File: config.mk
export PLATFORM = sky130hd
export DESIGN_NAME = axi_lite_up_slave
export DESIGN_NICKNAME = d
export VERILOG_FILES = /design/src/rtl/axi_lite_up_slave.sv
export SDC_FILE = /design/constraint.sdc
export NUM_CORES = 1
export LEC_CHECK = 0
export ABC_CLOCK_PERIOD_IN_PS = 2000
export BUFFER_PORTS_ARGS = -buffer_cell sky130_fd_sc_hd__buf_2
export CORE_AREA = 2 2 108 110
export CTS_BUF_LIST = sky130_fd_sc_hd__clkbuf_8
export DETAILED_ROUTE_END_ITERATION = 10
export DIE_AREA = 0 0 110 112
export PLACE_DENSITY = 0.75
export SLEW_MARGIN = 20
export SYNTH_ARGS = -nofsm -noshare
export SYNTH_HDL_FRONTEND = slang
export SYNTH_SLANG_ARGS = --single-unit
export TNS_END_PERCENT = 30
File: constraint.sdc
create_clock -name s_axi_aclk -period 2 [get_ports s_axi_aclk]
set_clock_uncertainty 0.2 [all_clocks]
set_input_delay 0.3 -clock s_axi_aclk [delete_from_list [all_inputs] [get_ports s_axi_aclk]]
set_output_delay 0.3 -clock s_axi_aclk [all_outputs]
set_load 0.005 [all_outputs]
File: src/rtl/axi_lite_up_slave.sv
// AXI4-Lite slave to single-cycle up request/acknowledge bridge.
// Independent read/write FSMs, one outstanding access each, with an ack timeout that answers SLVERR.
module axi_lite_up_slave #(
   parameter int ADDRESS_WIDTH  = 8,
   parameter int TIMEOUT_CYCLES = 64
) (
   input  logic                     s_axi_aclk,
   input  logic                     s_axi_aresetn,
   input  logic                     s_axi_awvalid,
   output logic                     s_axi_awready,
   input  logic [15:0]              s_axi_awaddr,
   input  logic [2:0]               s_axi_awprot,
   input  logic                     s_axi_wvalid,
   output logic                     s_axi_wready,
   input  logic [31:0]              s_axi_wdata,
   input  logic [3:0]               s_axi_wstrb,
   output logic                     s_axi_bvalid,
   output logic [1:0]               s_axi_bresp,
   input  logic                     s_axi_bready,
   input  logic                     s_axi_arvalid,
   output logic                     s_axi_arready,
   input  logic [15:0]              s_axi_araddr,
   input  logic [2:0]               s_axi_arprot,
   output logic                     s_axi_rvalid,
   output logic [1:0]               s_axi_rresp,
   output logic [31:0]              s_axi_rdata,
   input  logic                     s_axi_rready,
   output logic                     up_wreq,
   output logic [ADDRESS_WIDTH-1:0] up_waddr,
   output logic [31:0]              up_wdata,
   input  logic                     up_wack,
   output logic                     up_rreq,
   output logic [ADDRESS_WIDTH-1:0] up_raddr,
   input  logic [31:0]              up_rdata,
   input  logic                     up_rack
);

   typedef enum logic [2:0] {
      S_IDLE,
      S_ACCEPT,
      S_REQ,
      S_WAIT,
      S_RESP
   } state_e;

   localparam logic [1:0] RESP_OKAY   = 2'b00;
   localparam logic [1:0] RESP_SLVERR = 2'b10;
   // Counter value at which the last permitted ack cycle has passed.
   localparam logic [7:0] TO_LAST     = 8'(TIMEOUT_CYCLES - 1);

   state_e                   wr_state_q, wr_state_d;
   logic [7:0]               wr_cnt_q, wr_cnt_d;
   logic [1:0]               bresp_q, bresp_d;
   logic [ADDRESS_WIDTH-1:0] up_waddr_q, up_waddr_d;
   logic [31:0]              up_wdata_q, up_wdata_d;

   state_e                   rd_state_q, rd_state_d;
   logic [7:0]               rd_cnt_q, rd_cnt_d;
   logic [1:0]               rresp_q, rresp_d;
   logic [31:0]              rdata_q, rdata_d;
   logic [ADDRESS_WIDTH-1:0] up_raddr_q, up_raddr_d;

   logic                     unused_ok;
   assign unused_ok = ^{s_axi_awprot, s_axi_arprot, s_axi_wstrb, s_axi_awaddr, s_axi_araddr};

   // ---------------- write channel ----------------
   always_comb begin
      wr_state_d    = wr_state_q;
      wr_cnt_d      = wr_cnt_q;
      bresp_d       = bresp_q;
      up_waddr_d    = up_waddr_q;
      up_wdata_d    = up_wdata_q;
      s_axi_awready = 1'b0;
      s_axi_wready  = 1'b0;
      up_wreq       = 1'b0;
      s_axi_bvalid  = 1'b0;
      case (wr_state_q)
         S_IDLE: begin
            if (s_axi_awvalid && s_axi_wvalid) begin
               wr_state_d = S_ACCEPT;
            end
         end
         S_ACCEPT: begin
            s_axi_awready = 1'b1;
            s_axi_wready  = 1'b1;
            up_waddr_d    = s_axi_awaddr[ADDRESS_WIDTH+1:2];
            up_wdata_d    = s_axi_wdata;
            wr_state_d    = S_REQ;
         end
         S_REQ: begin
            up_wreq  = 1'b1;
            wr_cnt_d = 8'd0;
            if (up_wack) begin
               bresp_d    = RESP_OKAY;
               wr_state_d = S_RESP;
            end else begin
               wr_state_d = S_WAIT;
            end
         end
         S_WAIT: begin
            wr_cnt_d = wr_cnt_q + 8'd1;
            if (up_wack) begin
               bresp_d    = RESP_OKAY;
               wr_state_d = S_RESP;
            end else if (wr_cnt_d == TO_LAST) begin
               bresp_d    = RESP_SLVERR;
               wr_state_d = S_RESP;
            end
         end
         S_RESP: begin
            s_axi_bvalid = 1'b1;
            if (s_axi_bready) begin
               wr_state_d = S_IDLE;
            end
         end
         default: wr_state_d = S_IDLE;
      endcase
   end

   always_ff @(posedge s_axi_aclk or negedge s_axi_aresetn) begin
      if (!s_axi_aresetn) begin
         wr_state_q <= S_IDLE;
         wr_cnt_q   <= 8'd0;
         bresp_q    <= 2'b00;
         up_waddr_q <= '0;
         up_wdata_q <= 32'd0;
      end else begin
         wr_state_q <= wr_state_d;
         wr_cnt_q   <= wr_cnt_d;
         bresp_q    <= bresp_d;
         up_waddr_q <= up_waddr_d;
         up_wdata_q <= up_wdata_d;
      end
   end

   // ---------------- read channel ----------------
   always_comb begin
      rd_state_d    = rd_state_q;
      rd_cnt_d      = rd_cnt_q;
      rresp_d       = rresp_q;
      rdata_d       = rdata_q;
      up_raddr_d    = up_raddr_q;
      s_axi_arready = 1'b0;
      up_rreq       = 1'b0;
      s_axi_rvalid  = 1'b0;
      case (rd_state_q)
         S_IDLE: begin
            if (s_axi_arvalid) begin
               rd_state_d = S_ACCEPT;
            end
         end
         S_ACCEPT: begin
            s_axi_arready = 1'b1;
            up_raddr_d    = s_axi_araddr[ADDRESS_WIDTH+1:2];
            rd_state_d    = S_REQ;
         end
         S_REQ: begin
            up_rreq  = 1'b1;
            rd_cnt_d = 8'd0;
            if (up_rack) begin
               rresp_d    = RESP_OKAY;
               rdata_d    = up_rdata;
               rd_state_d = S_RESP;
            end else begin
               rd_state_d = S_WAIT;
            end
         end
         S_WAIT: begin
            rd_cnt_d = rd_cnt_q + 8'd1;
            if (up_rack) begin
               rresp_d    = RESP_OKAY;
               rdata_d    = up_rdata;
               rd_state_d = S_RESP;
            end else if (rd_cnt_d == TO_LAST) begin
               // Timed-out reads return zero so stale data never leaks out.
               rresp_d    = RESP_SLVERR;
               rdata_d    = 32'd0;
               rd_state_d = S_RESP;
            end
         end
         S_RESP: begin
            s_axi_rvalid = 1'b1;
            if (s_axi_rready) begin
               rd_state_d = S_IDLE;
            end
         end
         default: rd_state_d = S_IDLE;
      endcase
   end

   always_ff @(posedge s_axi_aclk or negedge s_axi_aresetn) begin
      if (!s_axi_aresetn) begin
         rd_state_q <= S_IDLE;
         rd_cnt_q   <= 8'd0;
         rresp_q    <= 2'b00;
         rdata_q    <= 32'd0;
         up_raddr_q <= '0;
      end else begin
         rd_state_q <= rd_state_d;
         rd_cnt_q   <= rd_cnt_d;
         rresp_q    <= rresp_d;
         rdata_q    <= rdata_d;
         up_raddr_q <= up_raddr_d;
      end
   end

   assign s_axi_bresp = bresp_q;
   assign up_waddr    = up_waddr_q;
   assign up_wdata    = up_wdata_q;
   assign s_axi_rresp = rresp_q;
   assign s_axi_rdata = rdata_q;
   assign up_raddr    = up_raddr_q;

endmodule

Word-level counts from Yosys, hierarchy flattened --
Index checks and enable logic that the tools add are counted. Widths: inputs -> output; s select.
Word-level totals: bits of input ports 115, bits in registers 106, output and inout bits 91
Operators by class: muxes and demuxes 32, add/subtract/negate cells 2, equality and inequality tests 18, reduce and logical (&&, ||, !) cells 9
Operator list (number):
- $mux 32 | 3
- $pmux 32 s2 | 1
- $pmux 8 s2 | 2
- $mux 3 | 10
- $pmux 3 s5 | 2
- $add 8x1->8 const B | 2
- $eq 8x6->1 const B | 2
- $eq 3x2->1 const B | 4
- $mux 2 | 6
- $ne 2x2->1 const B | 6
- $reduce_and 3->1 | 4
- $pmux 2 s2 | 2
- $eq 3x1->1 const B | 2
- $eq 3x3->1 const B | 2
- $logic_not 3->1 | 2
- $mux 1 | 6
- $ne 3x3->1 const B | 2
- $reduce_bool 2->1 | 2
- $logic_and 1x1->1 | 1

Logic depth before layout (Yosys ltp) --
word-level depth 5, mapped depth 7, gate-level depth less buffers 7

Least setup slack after synthesis --
No wires, ideal clock.
path type reg-to-reg, start reg rd_cnt_q[0], end reg rdata_q[10], in the netlist s_axi_rdata[10], setup slack 0.005 ns, arrival time 1.669 ns, period minus slack after synthesis 1.995 ns, stages on the path, launching flop included 7, buffers on the path 1, cell sequence dfrtp_1 > ha_1 > or2b_1 > a221o_1 > o21ai_4 > buf_6 > o21ai_2
Between the ends: word-level cells in the longest chain between the ends 4
RTL lines:
- start: declaration | RTL line 58 | logic [7:0] rd_cnt_q, rd_cnt_d;
- start signal: assignment | RTL line 200 | rd_cnt_q <= rd_cnt_d;
- $add 8x1->8 | RTL line 169 | rd_cnt_d = rd_cnt_q + 8'd1;
- $eq 8x6->1 | RTL line 174 | end else if (rd_cnt_d == TO_LAST) begin
- $ne 3x3->1 (no line)
- $reduce_and 3->1 (no line)
- end signal: assignment | RTL line 202 | rdata_q <= rdata_d;
- end: declaration | RTL line 60 | logic [31:0] rdata_q, rdata_d;
No other way between the ends. A chain may end at the register's enable or synchronous reset.

Worst setup path after layout --
start reg rd_cnt_q[0], end reg rdata_q[25], in the netlist s_axi_rdata[25]
The elaborated chain is that of the path after synthesis.

==> flow_summary_export.csv <==
group,metric,value,unit
cts,cts_max_level,3,
cts,cts_buffers,9,
sta,postLayoutSetupSlackWorst,-0.0359,ns
synth,synth-seq-cells,104,
cts,clock-sinks,104,
setup_path,required,2.03,ns
global_route,grt_start_max_net_pins,52,
place,io_buffers,177,
synth,synth_edf_count,0,
detailed_routing,totalWireLength,13.1,mm
sta,hold_viol,1,
hold_path,hp-class,"in -> reg",
finish,final_cell_mix,"176 x buf_2, 104 x dfrtp_1, 82 x dlygate4sd3_1",
finish,fin_area,6940,sq um
cts,cts.clk_slew.worst_paths,0.10,ns
finish,n_antenna_cell,0,
sta,post-route-period-util,1.02,
setup_path,worst_ep_arrival_time,2.07,ns
synth,ys_top_cells_by_area,"dfrtp_1 57%, mux2_2 13%, a22oi_1 5.3%",
sta,fin_crit,2.04,ns
finish,synthToLayoutAreaGrowth,52.4,%
power_and_ir_drop,pwr-share-seq,0.420,
place,place_congestion,0.833,
floorplan,io_pins,206,
floorplan,die_y,112,um
detailed_routing,via_count,4166,
synth,ys_async_sr_fraction,1.00,
detailed_routing,wl_per_cell,16.0,um
outcome,status,"finished with violations",
detailed_routing,drtIter0Drc,246,
synth,yosysWarnings,0,
place,placed_area,5750,sq um
cts,cts_root_buf,"clkbuf_8",
place,hpwlAfterDp,8.02,mm
cts,clockBufferDepth,2,
floorplan,start_util,0.407,
synth,ys_seq_area_frac,0.572,
power_and_ir_drop,p_clk_frac,0.137,
synth,syn_avg_cell_area,11.6,sq um
setup_path,crit_type,"reg -> reg",
run,maxCapViolCount,0,
power_and_ir_drop,p_leak,3.41,nW
global_route,grt_use_total,0.221,
power_and_ir_drop,power_density,1230,nW/um^2
floorplan,fp.dieW,110,um
floorplan,design.core.area,11200,sq um
finish,drive_gt1_frac,0.453,
power_and_ir_drop,power,8.55,mW
power_and_ir_drop,power_frac_comb,0.443,
floorplan,row_count,39,
sta,hold_slack,-0.00213,ns
finish,fin_util,0.621,
finish,nets,791,
floorplan,die-area,12300,sq um
power_and_ir_drop,p_switching,3.04,mW
outcome,violations,"hold timing, setup timing",
place,dp.cells,714,
sta,max_freq,0.491,GHz
synth,synth_top_area_cell,"dfrtp_1",
finish,instances_no_fill,820,
global_route,overflow,0,
setup_path,startpoint_type,"flip-flop",
synth,syn_area,4550,sq um
setup_path,worstPathMaxFanout,10,
power_and_ir_drop,swShare,0.356,
cts,cts_tree,"yes",
detailed_routing,dr.pass1.iters,5,
detailed_routing,ant_nets,0,
synth,netlist.area_leader.share,0.572,
synth,synth_cell_type_count,44,
sta,slew_viol_final,0,
global_route,grt_pass1_vias,4420,
cts,clk_latency,0.36,ns
sta,setup_viol,28,
detailed_routing,drc,0,
global_route,grt_pass1_wl,21.0,mm
synth,syn_inst,391,
detailed_routing,avgViaCountPerCell,5.08,
setup_path,end_kind,"flip-flop",
power_and_ir_drop,ir_drop,0.000706,V
global_route,antenna_found_initial,0,
synth,synth_ff_type,"dfrtp_1",
sta,rsz0062_at_grt,"yes",
finish,final_common_cell,"buf_2",
power_and_ir_drop,p_int,5.51,mW
[layer usage]
metal | GRT usage | wire length (um) | share of wire
met2 | 0.382 | 7210 | 0.55
met1 | 0.251 | 4770 | 0.36
met4 | 0.124 | 506 | 0.039
met3 | 0.0410 | 610 | 0.047
met5 | 0 | 0 | 0
[Yosys cell counts (6+ instances only)]
cell type and instances:
a22o_1 7, a22oi_1 32, clkbuf_1 9, dfrtp_1 104, inv_1 40, mux2_2 51, nand2_1 19, nand2b_1 6
nand3_1 6, nor2_1 14, nor3_1 6, o21ai_0 33, o21ai_2 10
[power groups by stage]
stage	Combinational (mW)	Sequential, mW	Clock [mW]
after floorplan	1.81	3.59	0
after global placement	3.27	3.52	0
after detailed placement	3.41	3.57	0
after CTS	3.68	3.56	1.22
after global routing	4.16	3.70	1.31
final	3.79	3.59	1.18
[through the flow]
step	TNS, ns	setup slack (ns)	hold slack, ns
after global placement	-0.0441	-0.0353	0.0847
after global routing	-3.40	-0.114	0.00980
after floorplan	0	0.00519	-0.196
after detailed placement	-0.500	-0.0455	0.0877
final	-0.435	-0.0359	-0.00213
after CTS	-0.0341	-0.00594	0.000304
[path summary, 6_finish.rpt]
kind | from | to | slack (ns) | cells past startpoint
max reg2reg | rd_cnt_q[0] | s_axi_rdata[25] | -0.04 | 7
min reg2reg | up_wdata[31] | up_wdata[31] | 0.31 | 1
min in group asynchronous | s_axi_aresetn | s_axi_rdata[31] | 0.23 | 2
max | rd_cnt_q[0] | s_axi_rdata[25] | -0.04 | 7
max in group asynchronous | s_axi_aresetn | up_raddr[7] | 0.76 | 3
min | up_rdata[9] | s_axi_rdata[9] | -0.002 | 3
[sequential cells by signal, indices dropped and copies added, names as in the netlist]
name,count
up_wdata,32
s_axi_bresp,1
wr_cnt_q,8
wr_state_q,3
rd_state_q,3
s_axi_rdata,32
s_axi_rresp,1
rd_cnt_q,8
up_raddr,8
up_waddr,8
[worst max-delay path, cell delays in order (launching register included)]
cell,delay [ns]
dfrtp_1,0.39
ha_2,0.19
or2b_1,0.23
a221o_1,0.40
o21ai_4,0.18
buf_12,0.14
buf_12,0.13
o21ai_1,0.07
[area by class of cell]
class / instances / area, sq um
clock buffers: 9 / 124
multi-input cells: 225 / 1760
well taps: 143 / 179
inverters: 40 / 150
clock inverters: 7 / 47.5
repair buffers: 292 / 2080
flip-flops and latches: 104 / 2600
fillers: 826 / 4240
[cells by family (layout without fill, tap and decap cells)]
family	count (synthesis)	count (layout)	share of synthesized area
AO/OA/AOI/OAI	101	101	0.154
adder cells (fa/ha/maj)	4	4	0.0110
AND/OR/NAND/NOR	63	63	0.0676
buffers and inverters	63	348	0.0607
multiplexers	53	53	0.131
flip-flops	104	104	0.572
other	1	2	0.000824
XOR/XNOR	2	2	0.00385
[repair_timing]
item,4_1_cts,5_1_grt
pin swaps,5,5
gates resized for setup,18,24
endpoints found under the hold margin,113,0
buffers inserted,5,1
hold buffers,82,0
gates cloned,1,2
setup endpoints to repair,37,41
(Power assumes the default switching activity.)
